`config.mk`:
```
export PLATFORM = sky130hd
export DESIGN_NAME = julia_iter_ctrl
export DESIGN_NICKNAME = d
export VERILOG_FILES = /design/src/rtl/julia_iter_ctrl.sv
export SDC_FILE = /design/constraint.sdc
export NUM_CORES = 1
export LEC_CHECK = 0
export BUFFER_PORTS_ARGS = -buffer_cell sky130_fd_sc_hd__buf_2
export CAP_MARGIN = 0
export CORE_AREA = 2 2 144 146
export CTS_CLUSTER_DIAMETER = 120
export DETAILED_ROUTE_END_ITERATION = 16
export DIE_AREA = 0 0 146 148
export HOLD_SLACK_MARGIN = 0.06
export PLACE_DENSITY = 0.57
export SLEW_MARGIN = 30
export SYNTH_ARGS = -nofsm -noshare
export SYNTH_HDL_FRONTEND = slang
export SYNTH_SLANG_ARGS = --single-unit
```
`constraint.sdc`:
```
create_clock -name clk -period 4.5 [get_ports clk]
set_input_delay 0.225 -clock clk [delete_from_list [all_inputs] [get_ports clk]]
set_output_delay 0.225 -clock clk [all_outputs]
set_load 0.02 [all_outputs]
```
`src/rtl/julia_iter_ctrl.sv`:
```
// Julia-set per-pixel iteration sequencer. It owns the calculation unit's
// enable, feeds each step's result back as the next z, and reports the
// escape-time iteration count to the colour stage.
module julia_iter_ctrl #(
  parameter int unsigned       FRAC_BITS = 10,
  parameter logic signed [31:0] ESC_MAG  = 32'sd4 <<< (2 * FRAC_BITS),
  parameter int unsigned       MAX_ITER  = 255,
  parameter int unsigned       ITER_W    = 8
) (
  input  logic                     clk,
  input  logic                     rst_n,
  input  logic                     in_valid,
  output logic                     in_ready,
  input  logic signed [31:0]       in_x0,
  input  logic signed [31:0]       in_y0,
  input  logic signed [31:0]       in_cr,
  input  logic signed [31:0]       in_ci,
  input  logic                     abort,
  output logic                     calc_en,
  output logic signed [31:0]       calc_x,
  output logic signed [31:0]       calc_y,
  output logic signed [31:0]       calc_cr,
  output logic signed [31:0]       calc_ci,
  input  logic                     calc_done,
  input  logic signed [31:0]       calc_xn,
  input  logic signed [31:0]       calc_yn,
  input  logic signed [31:0]       calc_mag,
  output logic                     out_valid,
  input  logic                     out_ready,
  output logic [ITER_W-1:0]        out_iter,
  output logic                     out_escaped,
  output logic                     busy
);

  localparam logic [ITER_W-1:0] ITER_LIMIT = ITER_W'(MAX_ITER);

  typedef enum logic [2:0] {
    IDLE   = 3'd0,
    LAUNCH = 3'd1,
    WAIT   = 3'd2,
    CHECK  = 3'd3,
    DONE   = 3'd4
  } state_t;

  state_t              state_q, state_d;
  logic signed [31:0]  z_x_q, z_y_q, c_r_q, c_i_q;
  logic [ITER_W-1:0]   iter_q;
  logic                esc_q;
  logic                accept_c;
  logic                step_c;

  // A job is taken in IDLE; a step result is taken in WAIT unless aborted
  assign accept_c = (state_q == IDLE) && in_valid;
  assign step_c   = (state_q == WAIT) && calc_done && !abort;

  // Next-state logic; abort outranks every other transition outside IDLE
  always_comb begin
    state_d = state_q;
    unique case (state_q)
      IDLE:    if (in_valid) state_d = LAUNCH;
      LAUNCH:  state_d = WAIT;
      WAIT:    if (calc_done) state_d = CHECK;
      CHECK:   state_d = (esc_q || (iter_q == ITER_LIMIT)) ? DONE : LAUNCH;
      DONE:    if (out_ready) state_d = IDLE;
      default: state_d = IDLE;
    endcase
    if (abort && (state_q != IDLE)) state_d = IDLE;
  end

  // State register with outputs registered from the next state
  always_ff @(posedge clk or negedge rst_n) begin
    if (!rst_n) begin
      state_q   <= IDLE;
      in_ready  <= 1'b1;
      busy      <= 1'b0;
      calc_en   <= 1'b0;
      out_valid <= 1'b0;
    end else begin
      state_q   <= state_d;
      in_ready  <= (state_d == IDLE);
      busy      <= (state_d != IDLE);
      calc_en   <= (state_d == LAUNCH) || (state_d == WAIT);
      out_valid <= (state_d == DONE);
    end
  end

  // Job operands, running z, iteration count and escape flag
  always_ff @(posedge clk or negedge rst_n) begin
    if (!rst_n) begin
      z_x_q  <= '0;
      z_y_q  <= '0;
      c_r_q  <= '0;
      c_i_q  <= '0;
      iter_q <= '0;
      esc_q  <= 1'b0;
    end else if (accept_c) begin
      z_x_q  <= in_x0;
      z_y_q  <= in_y0;
      c_r_q  <= in_cr;
      c_i_q  <= in_ci;
      iter_q <= '0;
      esc_q  <= 1'b0;
    end else if (step_c) begin
      z_x_q  <= calc_xn;
      z_y_q  <= calc_yn;
      iter_q <= iter_q + ITER_W'(1);
      esc_q  <= (calc_mag > ESC_MAG);
    end
  end

  // Operands and results come straight from registers, so they hold while
  // the unit is busy and while the sink stalls
  assign calc_x      = z_x_q;
  assign calc_y      = z_y_q;
  assign calc_cr     = c_r_q;
  assign calc_ci     = c_i_q;
  assign out_iter    = iter_q;
  assign out_escaped = esc_q;

endmodule
```
## Word level (Yosys, flattened, before mapping)

Index checks and enable logic that the tools add are counted.
Widths: inputs -> output; s select.

| storage, ports and cells | value |
|---|---|
| output and inout bits | 141 |
| input port bits | 230 |
| logic and storage cells | 47 |
| register bits after elaboration | 144 |

| operators by class | value |
|---|---|
| muxes and demuxes | 14 |
| add/sub/neg operators | 1 |
| $lt $le $gt $ge | 1 |
| equality and inequality tests | 8 |
| reduce and logical (&&, ||, !) cells | 12 |

Operator list:

| cell | count |
|---|---|
| $mux 32 | 4 |
| $gt 32x24->1 const B | 1 |
| $mux 8 | 2 |
| $mux 3 | 5 |
| $pmux 3 s5 | 1 |
| $eq 3x2->1 const B | 3 |
| $add 8x1->8 const B | 1 |
| $eq 8x8->1 const B | 1 |
| $eq 3x1->1 const B | 2 |
| $eq 3x3->1 const B | 2 |
| $logic_not 3->1 | 2 |
| $reduce_bool 3->1 | 2 |
| $logic_and 1x1->1 | 4 |
| $logic_or 1x1->1 | 2 |
| $mux 1 | 2 |
| $reduce_bool 2->1 | 1 |
| $logic_not 1->1 | 1 |

## Longest topological paths before layout

| depth | value |
|---|---|
| depth after elaboration | 7 |
| depth in mapped cells | 7 |
| mapped depth without buffers | 6 |

## Worst setup path before layout

OpenSTA, ideal clock, no wires.

| timing | value |
|---|---|
| path kind | flip-flop to flip-flop |
| from | reg state_q[1] |
| to | reg c_i_q[0], in the netlist calc_ci[0] |
| buffers on the path | 3 |
| library setup time | 0.125 ns |
| period minus slack after synthesis | 1.762 ns |
| setup slack | 2.738 ns |
| arrival | 1.637 ns |
| required time | 4.375 ns |
| stages on the path, launching flop included | 7 |
| path through | dfrtp_1 > nand2b_1 > nor3_1 > buf_2 > buf_2 > buf_2 > mux2_2 |

| on the way | value |
|---|---|
| longest elaborated chain between the ends | 2 |

RTL lines:

| what | RTL line | text |
|---|---|---|
| start, declared | 45 | `state_t state_q, state_d;` |
| start signal, assigned | 79 | `state_q <= state_d;` |
| $logic_not 3->1 | 53 | `assign accept_c = (state_q == IDLE) && in_valid;` |
| $logic_and 1x1->1 | 53 |  |
| end signal, assigned | 100 | `c_i_q <= in_ci;` |
| end, declared | 46 | `logic signed [31:0] z_x_q, z_y_q, c_r_q, c_i_q;` |

No other way between the ends.
A chain may end at the register's enable or synchronous reset.

## Final worst setup path

| timing | value |
|---|---|
| from | reg state_q[0] |
| to | reg iter_q[7], in the netlist out_iter[7] |

| on the way | value |
|---|---|
| longest elaborated chain between the ends | 4 |
| elaborated cells between the ends (all ways) | 7 |
| those cells by class | eq/ne: 1; mux: 1; reduce/logical: 5 |

RTL lines:

| what | RTL line | text |
|---|---|---|
| $eq 3x2->1 | 54 | `assign step_c = (state_q == WAIT) && calc_done && !abort;` |
| $logic_and 1x1->1 (2 in series) | 54 |  |
| $reduce_bool 2->1 (no line) | n/a |  |
| end signal, assigned | 106 | `iter_q <= iter_q + ITER_W'(1);` |
| end, declared | 47 | `logic [ITER_W-1:0] iter_q;` |

Parallel ways exist; a longest one is shown, timed or not.

==> results.md <==
- Clock-pin slew was measured on the worst setup and hold paths at 0.07 ns.
- The mapped netlist covers roughly 6000 sq um.
- The clock arrives with roughly 0.013 ns of skew.
- Setup repair after global routing left no endpoint under its margin.
- Entering global routing, the biggest net connects between 200 and 250 pins.
- The final layout contains routed wiring with a total length of between 15 and 20 mm.
- The detail route stage leaves a number of antenna-violating nets equal to 0.
- The number of diodes is 0.
- The post-route setup TNS is 0 ns.
- Relative to the synthesized area, the layout overhead comes to 64.3%.
- Synthesis handed over a netlist of ~500 instances.
- The worst setup path is captured at a flip-flop.
- At the end of routability-driven placement, the weighted congestion stood at a little under 0.8.
- For this run, the total global-route usage over all layers was measured as 0.173.
- The leakage component of the power is 5.26 nW.
- The number of buffers and inverters on the critical path is 1.
- The share of synthesized area occupied by flip-flops and latches is 0.590.
- The floorplan step set the die height to ~150 um.
- The transition at the pin with the smallest max-transition slack is 1.05 ns.
- The number of pins with negative max-slew slack in the final report was 0.
- The number of stages on the worst hold path is 3.
- The final critical delay including setup and external delays is around 2.4 ns.
- The TritonCTS sink count is about 140.
- The number of design rule violations left after detail routing is 0.
- The total power per unit cell area is 630 nW/um^2.
- The complex-gate fraction of the synthesized area is 0.0626.
- The number of hold violations in the final report is 0.
- The worst vdd rail ir drop is 0.354 mV.
- The mux cell area share after synthesis is 0.223.
- Of the total synthesized cell area, the portion taken by AND, OR, NAND and NOR gates is 0.0815.
- The half-perimeter wire length after detailed placement is around 12 mm.
- The floorplan step set the die width to 146 um.
- Across all register-to-register paths, the minimum setup slack is approximately 2.1 ns.
- The reg-to-reg critical path endpoint is out_iter[7].
- At the worst endpoint, the arrival time is 2.64 ns.
- After detailed routing, the met3 layer carries approximately 1.4 mm of wire.
- The category of the critical setup timing path is reg2reg.
- The pre-antenna-repair detailed-routing pass consisted of 4 iterations.
- For this configuration, the core starts out at a cell density of 0.305.
- The critical path startpoint category is a flip-flop.
- After clock tree synthesis, the setup repair step added 0 buffers.
- The synthesized net count is 730.
- The dominant delay contributor by cell family on the critical path is simple AND/OR/NAND/NOR gates.
- Of all nets on the critical path, the largest fanout is 42.
- The launch point of the worst hold path is calc_xn[4].
- The routed length on met1 is 7.89 mm.
- During synthesis, Yosys emitted a total of 0 warnings.
- The tool flagged a number of max-cap violations equal to 0.
- The number of global-route vias before repair came to about 6000.
- The design draws approximately 0.0063 W.
- The full die area is 21600 sq um.
- The total setup violations reported at the end of the flow is 0.
- In the final layout, the share of cells above drive strength 1 is 0.474.
- By area, the combinational part of the netlist is dominated by multiplexers.
- Detailed routing placed a total of roughly 9.1 mm of wire on met2.
- The floorplan has between 50 and 60 rows.
- The worst slew margin relative to its limit is 0.303.
- The maximum buffer depth of the clock tree is 2.
- The root buffer cell is clkbuf_16.
- The run finished with clean final reports.
- Summing over every cut layer, the via total after detailed routing is 5621.
- The insertion delay to the later sink of the worst-skew pair is 0.41 ns.
- The unique cell type count in the Yosys netlist is 35.
- The final period utilization is 0.529.
- The xor/xnor cell area share of the yosys netlist is 0.0115.
- The min-delay analysis places its worst path in the category in2reg.
- Using the TritonRoute via totals, the vias-per-cell ratio works out to roughly 4.4.
- The origin of the critical flop-to-flop path is state_q[0].
- The post-layout utilization of the core is 0.501.
- The number of clock buffers added by TritonCTS is 17.
- The slowest stage cell on the critical path is or4_4.
- The area share of fa/ha/maj cells after synthesis is 0.00205.
- TritonCTS built the clock tree.
- In the final routed layout, each cell accounts on average for about 15 um.
- The highest routing layer actually used is met4.
- The final-layout worst hold slack is between 0.09 and 0.1 ns.
- In this run the standard cell core region covers 20000 sq um.
- The total congestion overflow is 0.
- The number of buffers added on ports is 370.
- The required time of the critical path is between 4 and 5 ns.
- The number of ports placed on the die boundary is around 370.
- Derived from the worst setup path, the maximum achievable clock frequency is around 420 MHz.
- For hold timing, the worst endpoint is calc_x[4].
- The starting DRC count in detailed routing is 150.
- The largest single stage delay on the critical path is 0.82 ns.
- The mean instance size in the synthesized netlist is 12.3 sq um.
- The worst register-to-register path has a depth of 5.
- The first-pass GRT wire length is between 30 and 40 mm.
- The total of flip-flops plus latches after synthesis is 144.
- The count of filler cells inserted in the layout is about 1800.
- The clock tree synthesis step divided the H-tree into 4 levels.
- The initial antenna violation count is 0.
- The most critical setup path has its startpoint at state_q[0].
- Walking the worst path, the cells encountered are or4_4, buf_4, nor3b_2, xnor2_1, nor2_1.
- The net count of the finished layout is roughly 1200.
worst max-delay path by stage:
stage                  end  cells after the start
2_1_floorplan   calc_ci[0]                      6
3_3_place_gp   out_iter[7]                      5
3_5_place_dp   out_iter[7]                      5
4_1_cts        out_iter[7]                      5
5_1_grt         calc_y[31]                      4
6_report       out_iter[7]                      5
synthesized netlist by cell type:
master | count | area (sq um)
nor4_2 | 1 | 12.5
inv_1 | 1 | 3.75
nor4b_1 | 1 | 8.76
ha_1 | 1 | 12.5
nor3_1 | 5 | 25.0
mux2i_1 | 64 | 641
o21ai_1 | 7 | 35.0
xor2_1 | 6 | 52.6
mux2_2 | 64 | 721
buf_6 | 6 | 67.6
o31ai_1 | 1 | 7.51
dfrtp_1 | 143 | 3580
o22ai_1 | 1 | 6.26
clkbuf_1 | 14 | 52.6
a22o_1 | 1 | 8.76
buf_2 | 12 | 60.1
nor2_1 | 12 | 45.0
nand2b_1 | 1 | 6.26
a21oi_1 | 1 | 5.00
nand3_1 | 1 | 5.00
o21bai_1 | 1 | 7.51
a211o_1 | 1 | 8.76
nor3b_1 | 1 | 7.51
nor3b_2 | 1 | 12.5
nor4_1 | 5 | 31.3
nand4_1 | 6 | 37.5
dfstp_2 | 1 | 26.3
xnor2_1 | 2 | 17.5
and3_1 | 2 | 12.5
nor2b_1 | 1 | 6.26
o21ai_0 | 59 | 295
nand2_1 | 73 | 274
or4_1 | 1 | 7.51
o31a_1 | 1 | 8.76
or3_1 | 1 | 6.26
power by group:
| group | total, W | leakage, nW | switching, W | internal [W] |
|---|---|---|---|---|
| sequential | 0.00222 | 1.75 | 0.000309 | 0.00191 |
| combinational | 0.00276 | 3.25 | 0.00164 | 0.00112 |
| clock | 0.00135 | 0.262 | 0.000587 | 0.000759 |
sequential cells by signal, summed over array words and instances (netlist names), 3 cells and up:
| register | flops |
|---|---|
| calc_ci | 32 |
| calc_cr | 32 |
| calc_x | 32 |
| calc_y | 32 |
| out_iter | 8 |
| state_q | 3 |
cell families (layout without fill, tap and decap cells):
group                    after synthesis  count (layout)
flip-flops                           144             144
multiplexers                         128             128
AND/OR/NAND/NOR                      112             112
AO/OA/AOI/OAI                         73              73
buffers and inverters                 33             535
XOR/XNOR                               8               8
adder cells (fa/ha/maj)                1               1
metal layers:
metal,global-route usage,vias up
met4,0.0641,0
met5,0,-
li1,-,2718
met3,0.0537,34
met1,0.207,2621
met2,0.296,248
placed cells by master (no fill, tap or decap), drive strengths merged:
cell | netlist | layout
nand3 | 1 | 1
dfrtp | 143 | 143
nor2b | 1 | 1
nor2 | 12 | 12
o21bai | 1 | 1
clkinvlp | 0 | 5
o31ai | 1 | 1
mux2i | 64 | 64
dlygate4sd3 | 0 | 129
xor2 | 6 | 6
or3 | 1 | 1
clkinv | 0 | 3
o21ai | 66 | 66
nand2b | 1 | 1
a22o | 1 | 1
o22ai | 1 | 1
ha | 1 | 1
clkbuf | 14 | 20
or4 | 1 | 1
nor4b | 1 | 1
nand4 | 6 | 6
a211o | 1 | 1
o31a | 1 | 1
dfstp | 1 | 1
mux2 | 64 | 64
a21oi | 1 | 1
nor4 | 6 | 6
and3 | 2 | 2
nor3 | 5 | 5
xnor2 | 2 | 2
nor3b | 2 | 2
nand2 | 73 | 73
inv | 1 | 5
buf | 18 | 373
through the flow:
step                      cell area [sq um]  std cells  worst slack (ns)
after detailed placement               8190       1110              2.12
after global placement                 8190       1110              2.12
after global routing                  10000       1271              2.02
after CTS                             10000       1271              2.11
after floorplan                        6110        499              2.74
final                                 10000       1271              2.12
worst reg2reg max path, cell delays in order (launching register included):
cell	delay, ns
dfrtp_1	0.46
or4_4	0.82
buf_4	0.46
nor3b_2	0.30
xnor2_1	0.14
nor2_1	0.05
area by class of cell:
type / count / area [sq um] / area share
Clock buffer: 20 / 467 / 0.0465
Inverter: 1 / 3.75 / 0.000374
Clock inverter: 12 / 98.8 / 0.00984
Tap cell: 270 / 338 / 0.0336
Sequential cell: 144 / 3600 / 0.359
Timing Repair Buffer: 502 / 3200 / 0.318
Multi-Input combinational cell: 322 / 2330 / 0.232
what timing repair did:
action                    CTS  global route
hold endpoints to repair  196             0
resized for setup           0             0
hold buffers              129             0
Power figures use the tool's default switching activity.
